**src/rtl/fru_pla_cfg_ctrl.sv**
```systemverilog
// FRU PLA configuration controller: assembles a packet of entries in shadow
// registers and commits them atomically. Optional lock: FRU_PLA_CFG_LOCK_EN.
//   state   | meaning
//   IDLE    | waiting for first beat of a packet
//   LOAD    | collecting beats into shadow
//   DRAIN   | packet overflowed (or locked), discarding beats until Last
//   ERR_END | reject packet, set CfgErr
//   COMMIT  | copy shadow to active, pulse CfgDone
module fru_pla_cfg_ctrl #(
  parameter int INPUT_SIZE   = 2,
  parameter int OUTPUT_SIZE  = 4,
  parameter int SEGMENT_SIZE = 2,
  localparam int MUX_W   = $clog2(INPUT_SIZE),
  localparam int MT_W    = 2**SEGMENT_SIZE,
  localparam int ENTRY_W = MUX_W + MT_W
) (
  input  logic                          clk,
  input  logic                          rst_n,
  input  logic                          CfgValid,
  output logic                          CfgReady,
  input  logic [ENTRY_W-1:0]            CfgData,
  input  logic                          CfgLast,
  input  logic                          ErrClr,
`ifdef FRU_PLA_CFG_LOCK_EN
  input  logic                          Lock,
  output logic                          CfgLocked,
`endif
  output logic [OUTPUT_SIZE*MUX_W-1:0]  RegMux,
  output logic [OUTPUT_SIZE*MT_W-1:0]   RegMintermORSelect,
  output logic                          CfgDone,
  output logic                          CfgErr,
  output logic                          CfgBusy
);

  localparam int PTR_W = $clog2(OUTPUT_SIZE + 1);
  localparam logic [PTR_W-1:0] LAST_PTR = PTR_W'(OUTPUT_SIZE - 1);

  typedef enum logic [2:0] {
    S_IDLE, S_LOAD, S_DRAIN, S_ERR_END, S_COMMIT
  } state_e;

  state_e                                state_q, state_d;
  logic [PTR_W-1:0]                      ptr_q, ptr_d;
  logic [OUTPUT_SIZE-1:0][ENTRY_W-1:0]   shadow_q, shadow_d;
  logic [OUTPUT_SIZE-1:0][MUX_W-1:0]     mux_q, mux_d;
  logic [OUTPUT_SIZE-1:0][MT_W-1:0]      mt_q, mt_d;
  logic                                  done_q, done_d;
  logic                                  err_q, err_d;
  logic                                  locked_q, locked_d;
  logic                                  rdy;

  always_ff @(posedge clk or negedge rst_n) begin
    if (!rst_n) begin
      state_q  <= S_IDLE;
      ptr_q    <= '0;
      shadow_q <= '0;
      mux_q    <= '0;
      mt_q     <= '0;
      done_q   <= 1'b0;
      err_q    <= 1'b0;
      locked_q <= 1'b0;
    end else begin
      state_q  <= state_d;
      ptr_q    <= ptr_d;
      shadow_q <= shadow_d;
      mux_q    <= mux_d;
      mt_q     <= mt_d;
      done_q   <= done_d;
      err_q    <= err_d;
      locked_q <= locked_d;
    end
  end

  always_comb begin
    state_d  = state_q;
    ptr_d    = ptr_q;
    shadow_d = shadow_q;
    mux_d    = mux_q;
    mt_d     = mt_q;
    done_d   = 1'b0;
    err_d    = err_q & ~ErrClr;
    locked_d = locked_q;
    rdy      = 1'b0;
`ifdef FRU_PLA_CFG_LOCK_EN
    if (state_q == S_IDLE && Lock) locked_d = 1'b1;
`endif
    case (state_q)
      S_IDLE: begin
        rdy = 1'b1;
        if (CfgValid) begin
          if (locked_q) begin
            state_d = CfgLast ? S_ERR_END : S_DRAIN;
          end else begin
            shadow_d[0] = CfgData;
            ptr_d       = PTR_W'(1);
            if (CfgLast)                    state_d = (OUTPUT_SIZE == 1) ? S_COMMIT : S_ERR_END;
            else if (LAST_PTR == '0)        state_d = S_DRAIN;
            else                            state_d = S_LOAD;
          end
        end
      end
      S_LOAD: begin
        rdy = 1'b1;
        if (CfgValid) begin
          for (int i = 0; i < OUTPUT_SIZE; i++)
            if (ptr_q == PTR_W'(i)) shadow_d[i] = CfgData;
          ptr_d = ptr_q + PTR_W'(1);
          if (CfgLast)                 state_d = (ptr_q == LAST_PTR) ? S_COMMIT : S_ERR_END;
          else if (ptr_q == LAST_PTR)  state_d = S_DRAIN;
        end
      end
      S_DRAIN: begin
        rdy = 1'b1;
        if (CfgValid && CfgLast) state_d = S_ERR_END;
      end
      S_ERR_END: begin
        err_d    = 1'b1;
        shadow_d = '0;
        ptr_d    = '0;
        state_d  = S_IDLE;
      end
      S_COMMIT: begin
        for (int i = 0; i < OUTPUT_SIZE; i++) begin
          mux_d[i] = shadow_q[i][ENTRY_W-1:MT_W];
          mt_d[i]  = shadow_q[i][MT_W-1:0];
        end
        done_d  = 1'b1;
        ptr_d   = '0;
        state_d = S_IDLE;
      end
      default: state_d = S_IDLE;
    endcase
  end

  // Ready is forced low while reset is held even though the state is IDLE.
  assign CfgReady           = rdy & rst_n;
  assign RegMux             = mux_q;
  assign RegMintermORSelect = mt_q;
  assign CfgDone            = done_q;
  assign CfgErr             = err_q;
  assign CfgBusy            = (state_q != S_IDLE);
`ifdef FRU_PLA_CFG_LOCK_EN
  assign CfgLocked          = locked_q;
`endif

endmodule

```
**config.mk**
```make
export PLATFORM = sky130hd
export DESIGN_NAME = fru_pla_cfg_ctrl
export DESIGN_NICKNAME = d
export VERILOG_FILES = /design/src/rtl/fru_pla_cfg_ctrl.sv
export SDC_FILE = /design/constraint.sdc
export NUM_CORES = 1
export LEC_CHECK = 0
export ABC_AREA = 1
export CAP_MARGIN = 20
export CORE_MARGIN = 3
export CORE_UTILIZATION = 45
export CTS_CLUSTER_SIZE = 12
export DETAILED_ROUTE_END_ITERATION = 8
export PLACE_DENSITY = 0.72
export SLEW_MARGIN = 20
export SYNTH_ARGS = -nofsm -noshare
export SYNTH_HDL_FRONTEND = slang
export SYNTH_SLANG_ARGS = --single-unit
```
**constraint.sdc**
```tcl
create_clock -name clk -period 3.35 [get_ports clk]
set_clock_uncertainty 0.1 [all_clocks]
set_input_delay 0.5025 -clock clk [delete_from_list [all_inputs] [get_ports clk]]
set_output_delay 0.5025 -clock clk [all_outputs]
set_load 0.05 [all_outputs]
```
==> tab_implementation.tex <==
\begin{tabular}{lr}
\hline
Metric & Value \\
\hline
\multicolumn{2}{l}{\textbf{Run status}} \\
Outcome & finished, final reports clean \\
\multicolumn{2}{l}{\textbf{Synthesis}} \\
Gate count of the mapped netlist & 248 \\
Post-synth EDFFs & 0 \\
Synth warn & 0 \\
Share of synthesized area occupied by flip-flops and latches & 54.1\% \\
Share of synthesized registers carrying an async set or reset & 100\% \\
Cell area after synthesis & 2220 um\^{}2 \\
Seq cells post-synth & 48 \\
Count of different cell masters after synthesis & 18 \\
Post-synthesis average cell area & 8.95 um\^{}2 \\
Most used flip-flop cell after synthesis & sky130\_fd\_sc\_hd\_\_dfrtp\_1 \\
Synthesized Nets & 264 \\
\multicolumn{2}{l}{\textbf{Finish}} \\
Filler cell count in the final layout & 432 \\
Most used cells in the layout excluding fill and tap cells & sky130\_fd\_sc\_hd\_\_nand2\_1, sky130\_fd\_sc\_hd\_\_dfrtp\_1, sky130\_fd\_sc\_hd\_\_clkdlybuf4s50\_1 \\
Non-filler instance count after layout & 351 \\
Design area & 2710 um\^{}2 \\
Area growth syn-to-layout & 21.9\% \\
Leading cell type in the layout, fill and taps excluded & sky130\_fd\_sc\_hd\_\_nand2\_1 \\
Number of inserted diodes & 0 \\
Total Nets Final & 301 \\
Final design utilization & 59.3\% \\
Layout cells sized above 1 & 12.2\% \\
\multicolumn{2}{l}{\textbf{Worst hold path}} \\
Hold/Removal Path Class & in2async \\
\multicolumn{2}{l}{\textbf{Placed design}} \\
Final Wtd Congestion & 0.732 \\
DP Cell Count & 343 \\
Placed Area & 2590 um\^{}2 \\
Worst slack at placement & 1.22 ns \\
Count of buffers inserted at the top-level ports & 33 \\
Detailed placement HPWL & 2940 um \\
\multicolumn{2}{l}{\textbf{Clocking}} \\
Buffer type at the clock tree root & sky130\_fd\_sc\_hd\_\_clkbuf\_8 \\
Number of buffers added by the clock tree synthesis step & 5 \\
Clk Latency, worst-skew pair & 0.30 ns \\
Number of cells upsized or downsized after cts & 0 \\
Number of H-tree branching levels & 2 \\
CTS tree & yes \\
Total of hold buffers inserted after clock tree synthesis & 0 \\
CTS clock-pin slew for the worst setup and hold paths & 0.09 ns \\
Postcts setup bufs & 0 \\
Clock buffer depth & 2 \\
Clock sink count & 48 \\
\multicolumn{2}{l}{\textbf{Route}} \\
Count of TritonRoute iterations in the first routing pass & 4 \\
Wire length per cell after detailed routing & 11.6 um \\
Via density & 4.66 \\
Number of design rule violations left after detail routing & 0 \\
Number of nets still failing antenna checks after routing & 0 \\
Detailed router's first-iteration violation count & 76 \\
Total vias in the final route & 1636 \\
Aggregate routed wire length & 4090 um \\
\multicolumn{2}{l}{\textbf{Pwr}} \\
Peak supply drop & 0.373 mV \\
Overall power consumption & 2.40 mW \\
Total internal power & 1.35 mW \\
Part of the power in the clock network & 17.2\% \\
P\_leak & 1.37 nW \\
Part of the power in combinational logic & 45.3\% \\
Sequential fraction of design power & 37.5\% \\
Net switching fraction of the power & 43.9\% \\
P\_sw & 1.05 mW \\
Power per standard cell area & 887 nW/um\^{}2 \\
\multicolumn{2}{l}{\textbf{Global route}} \\
Global route total overflow & 0 \\
Via count of the first global-routing pass & 1645 \\
GR Util All Layers & 15.3\% \\
Pin count of the biggest net entering global routing & 49 \\
First-pass GRT wire length & 7360 um \\
Number of antenna violations at the first check in global routing & 0 \\
\multicolumn{2}{l}{\textbf{STA}} \\
Shortest clock period the worst path allows after layout & 2.46 ns \\
Number of endpoints failing setup at the final stage & 0 \\
Number of pins exceeding their max-slew limit in the final report & 0 \\
Final number of hold-violating endpoints & 0 \\
Worst-case setup margin in the final layout & 0.891 ns \\
Timing-limited maximum frequency & 407 MHz \\
Unrepaired setup endpoints after global routing & no \\
Fin Hold WS & 0.220 ns \\
Slew at the pin with the worst max-slew slack & 0.585 ns \\
Tcrit/Tclk final & 73.4\% \\
Worst slew margin relative to its limit & 61.0\% \\
Sum of negative setup slack & 0 ns \\
\multicolumn{2}{l}{\textbf{Critical path}} \\
Endpoint arrival time on the critical path & 1.86 ns \\
Highest fanout seen on the critical path & 8 \\
Kind of start point of the critical path & register \\
CP Capture Type & output port \\
CP required & 2.75 ns \\
Worst setup path class & reg2out \\
\multicolumn{2}{l}{\textbf{Floorplanning}} \\
Horizontal die dimension & 76.2 um \\
Floorplan core area & 4560 um\^{}2 \\
Top-level port count & 34 \\
Die height & 76.2 um \\
Number of core rows & 24 \\
Die area & 5810 um\^{}2 \\
Initial standard-cell utilization of the core & 48.6\% \\
\multicolumn{2}{l}{\textbf{Job}} \\
Number of max-cap violations & 0 \\
\hline
\end{tabular}
synth_stat cells (2+ instances only):
| cell type | number | area, um^2 |
|---|---|---|
| sky130_fd_sc_hd__nor2_8 | 2 | 40.0 |
| sky130_fd_sc_hd__ha_1 | 6 | 75.1 |
| sky130_fd_sc_hd__nand2_1 | 98 | 368 |
| sky130_fd_sc_hd__nand3_1 | 15 | 75.1 |
| sky130_fd_sc_hd__nor2_1 | 4 | 15.0 |
| sky130_fd_sc_hd__dfrtp_1 | 48 | 1200 |
| sky130_fd_sc_hd__nand2_2 | 5 | 31.3 |
| sky130_fd_sc_hd__buf_6 | 2 | 22.5 |
| sky130_fd_sc_hd__o21ai_1 | 10 | 50.1 |
| sky130_fd_sc_hd__nor2_4 | 7 | 78.8 |
| sky130_fd_sc_hd__inv_2 | 5 | 18.8 |
| sky130_fd_sc_hd__inv_1 | 22 | 82.6 |
| sky130_fd_sc_hd__o21ai_0 | 16 | 80.1 |
| sky130_fd_sc_hd__buf_4 | 2 | 15.0 |
| sky130_fd_sc_hd__nand2_4 | 3 | 33.8 |
state kept, by name, indices dropped and copies added (netlist names):
register,count
RegMintermORSelect,16
CfgDone,1
CfgErr,1
state_q,3
RegMux,4
shadow_q,20
ptr_q,3
routing by layer:
metal	global-route usage, %	routed length (um)	part of all wire, %
met1	19.7	1980	48
met2	26.2	1930	47
met3	3.19	147	3.6
met4	3.80	26	0.64
met5	0	0	0
cells by family (layout without fill, tap and decap cells):
family,count (synthesis),count (layout),synth area share (%)
and+or+nand+nor,134,134,28.9
DFF,48,48,54.1
buffers and inverters,31,69,6.26
AOI/OAI and AO/OA,29,29,7.33
adders and majority gates,6,6,3.38
worst max-delay path, stage by stage, from the launching register on:
cell and delay, ns:
sky130_fd_sc_hd__dfrtp_1 0.62, sky130_fd_sc_hd__nor2_4 0.08, sky130_fd_sc_hd__nand2_1 0.07, sky130_fd_sc_hd__clkdlybuf4s50_1 0.80
power groups by stage:
stage	clock network, mW	registers [mW]	logic, mW
4_1_cts	0.424	0.900	1.10
2_1_floorplan	0	1.07	0.655
5_1_grt	0.444	0.930	1.22
3_3_place_gp	0	0.905	1.07
6_report	0.412	0.900	1.09
3_5_place_dp	0	0.911	1.10
area by class of cell:
| type | count | area (um^2) | area share, % |
|---|---|---|---|
| flip-flops and latches | 48 | 1200 | 44.4 |
| multi-input cells | 169 | 880 | 32.5 |
| repair buffers | 34 | 330 | 12.2 |
| inverters | 27 | 101 | 3.75 |
| well taps | 65 | 81.3 | 3.01 |
| clock buffers | 5 | 68.8 | 2.54 |
| clock inverters | 3 | 42.5 | 1.57 |
path summary, 6_finish.rpt:
check	start	endpoint	slack, ns	cells after the start
max	state_q[1]	CfgBusy	0.89	3
min	rst_n	state_q[1]	0.22	2
max reg2reg	state_q[1]	RegMintermORSelect[9]	1.64	5
min reg2reg	shadow_q[14]	RegMux[2]	0.38	2
max in group asynchronous	rst_n	RegMintermORSelect[12]	2.54	2
min in group clk	shadow_q[14]	RegMux[2]	0.38	2
Power figures use the tool's default switching activity.
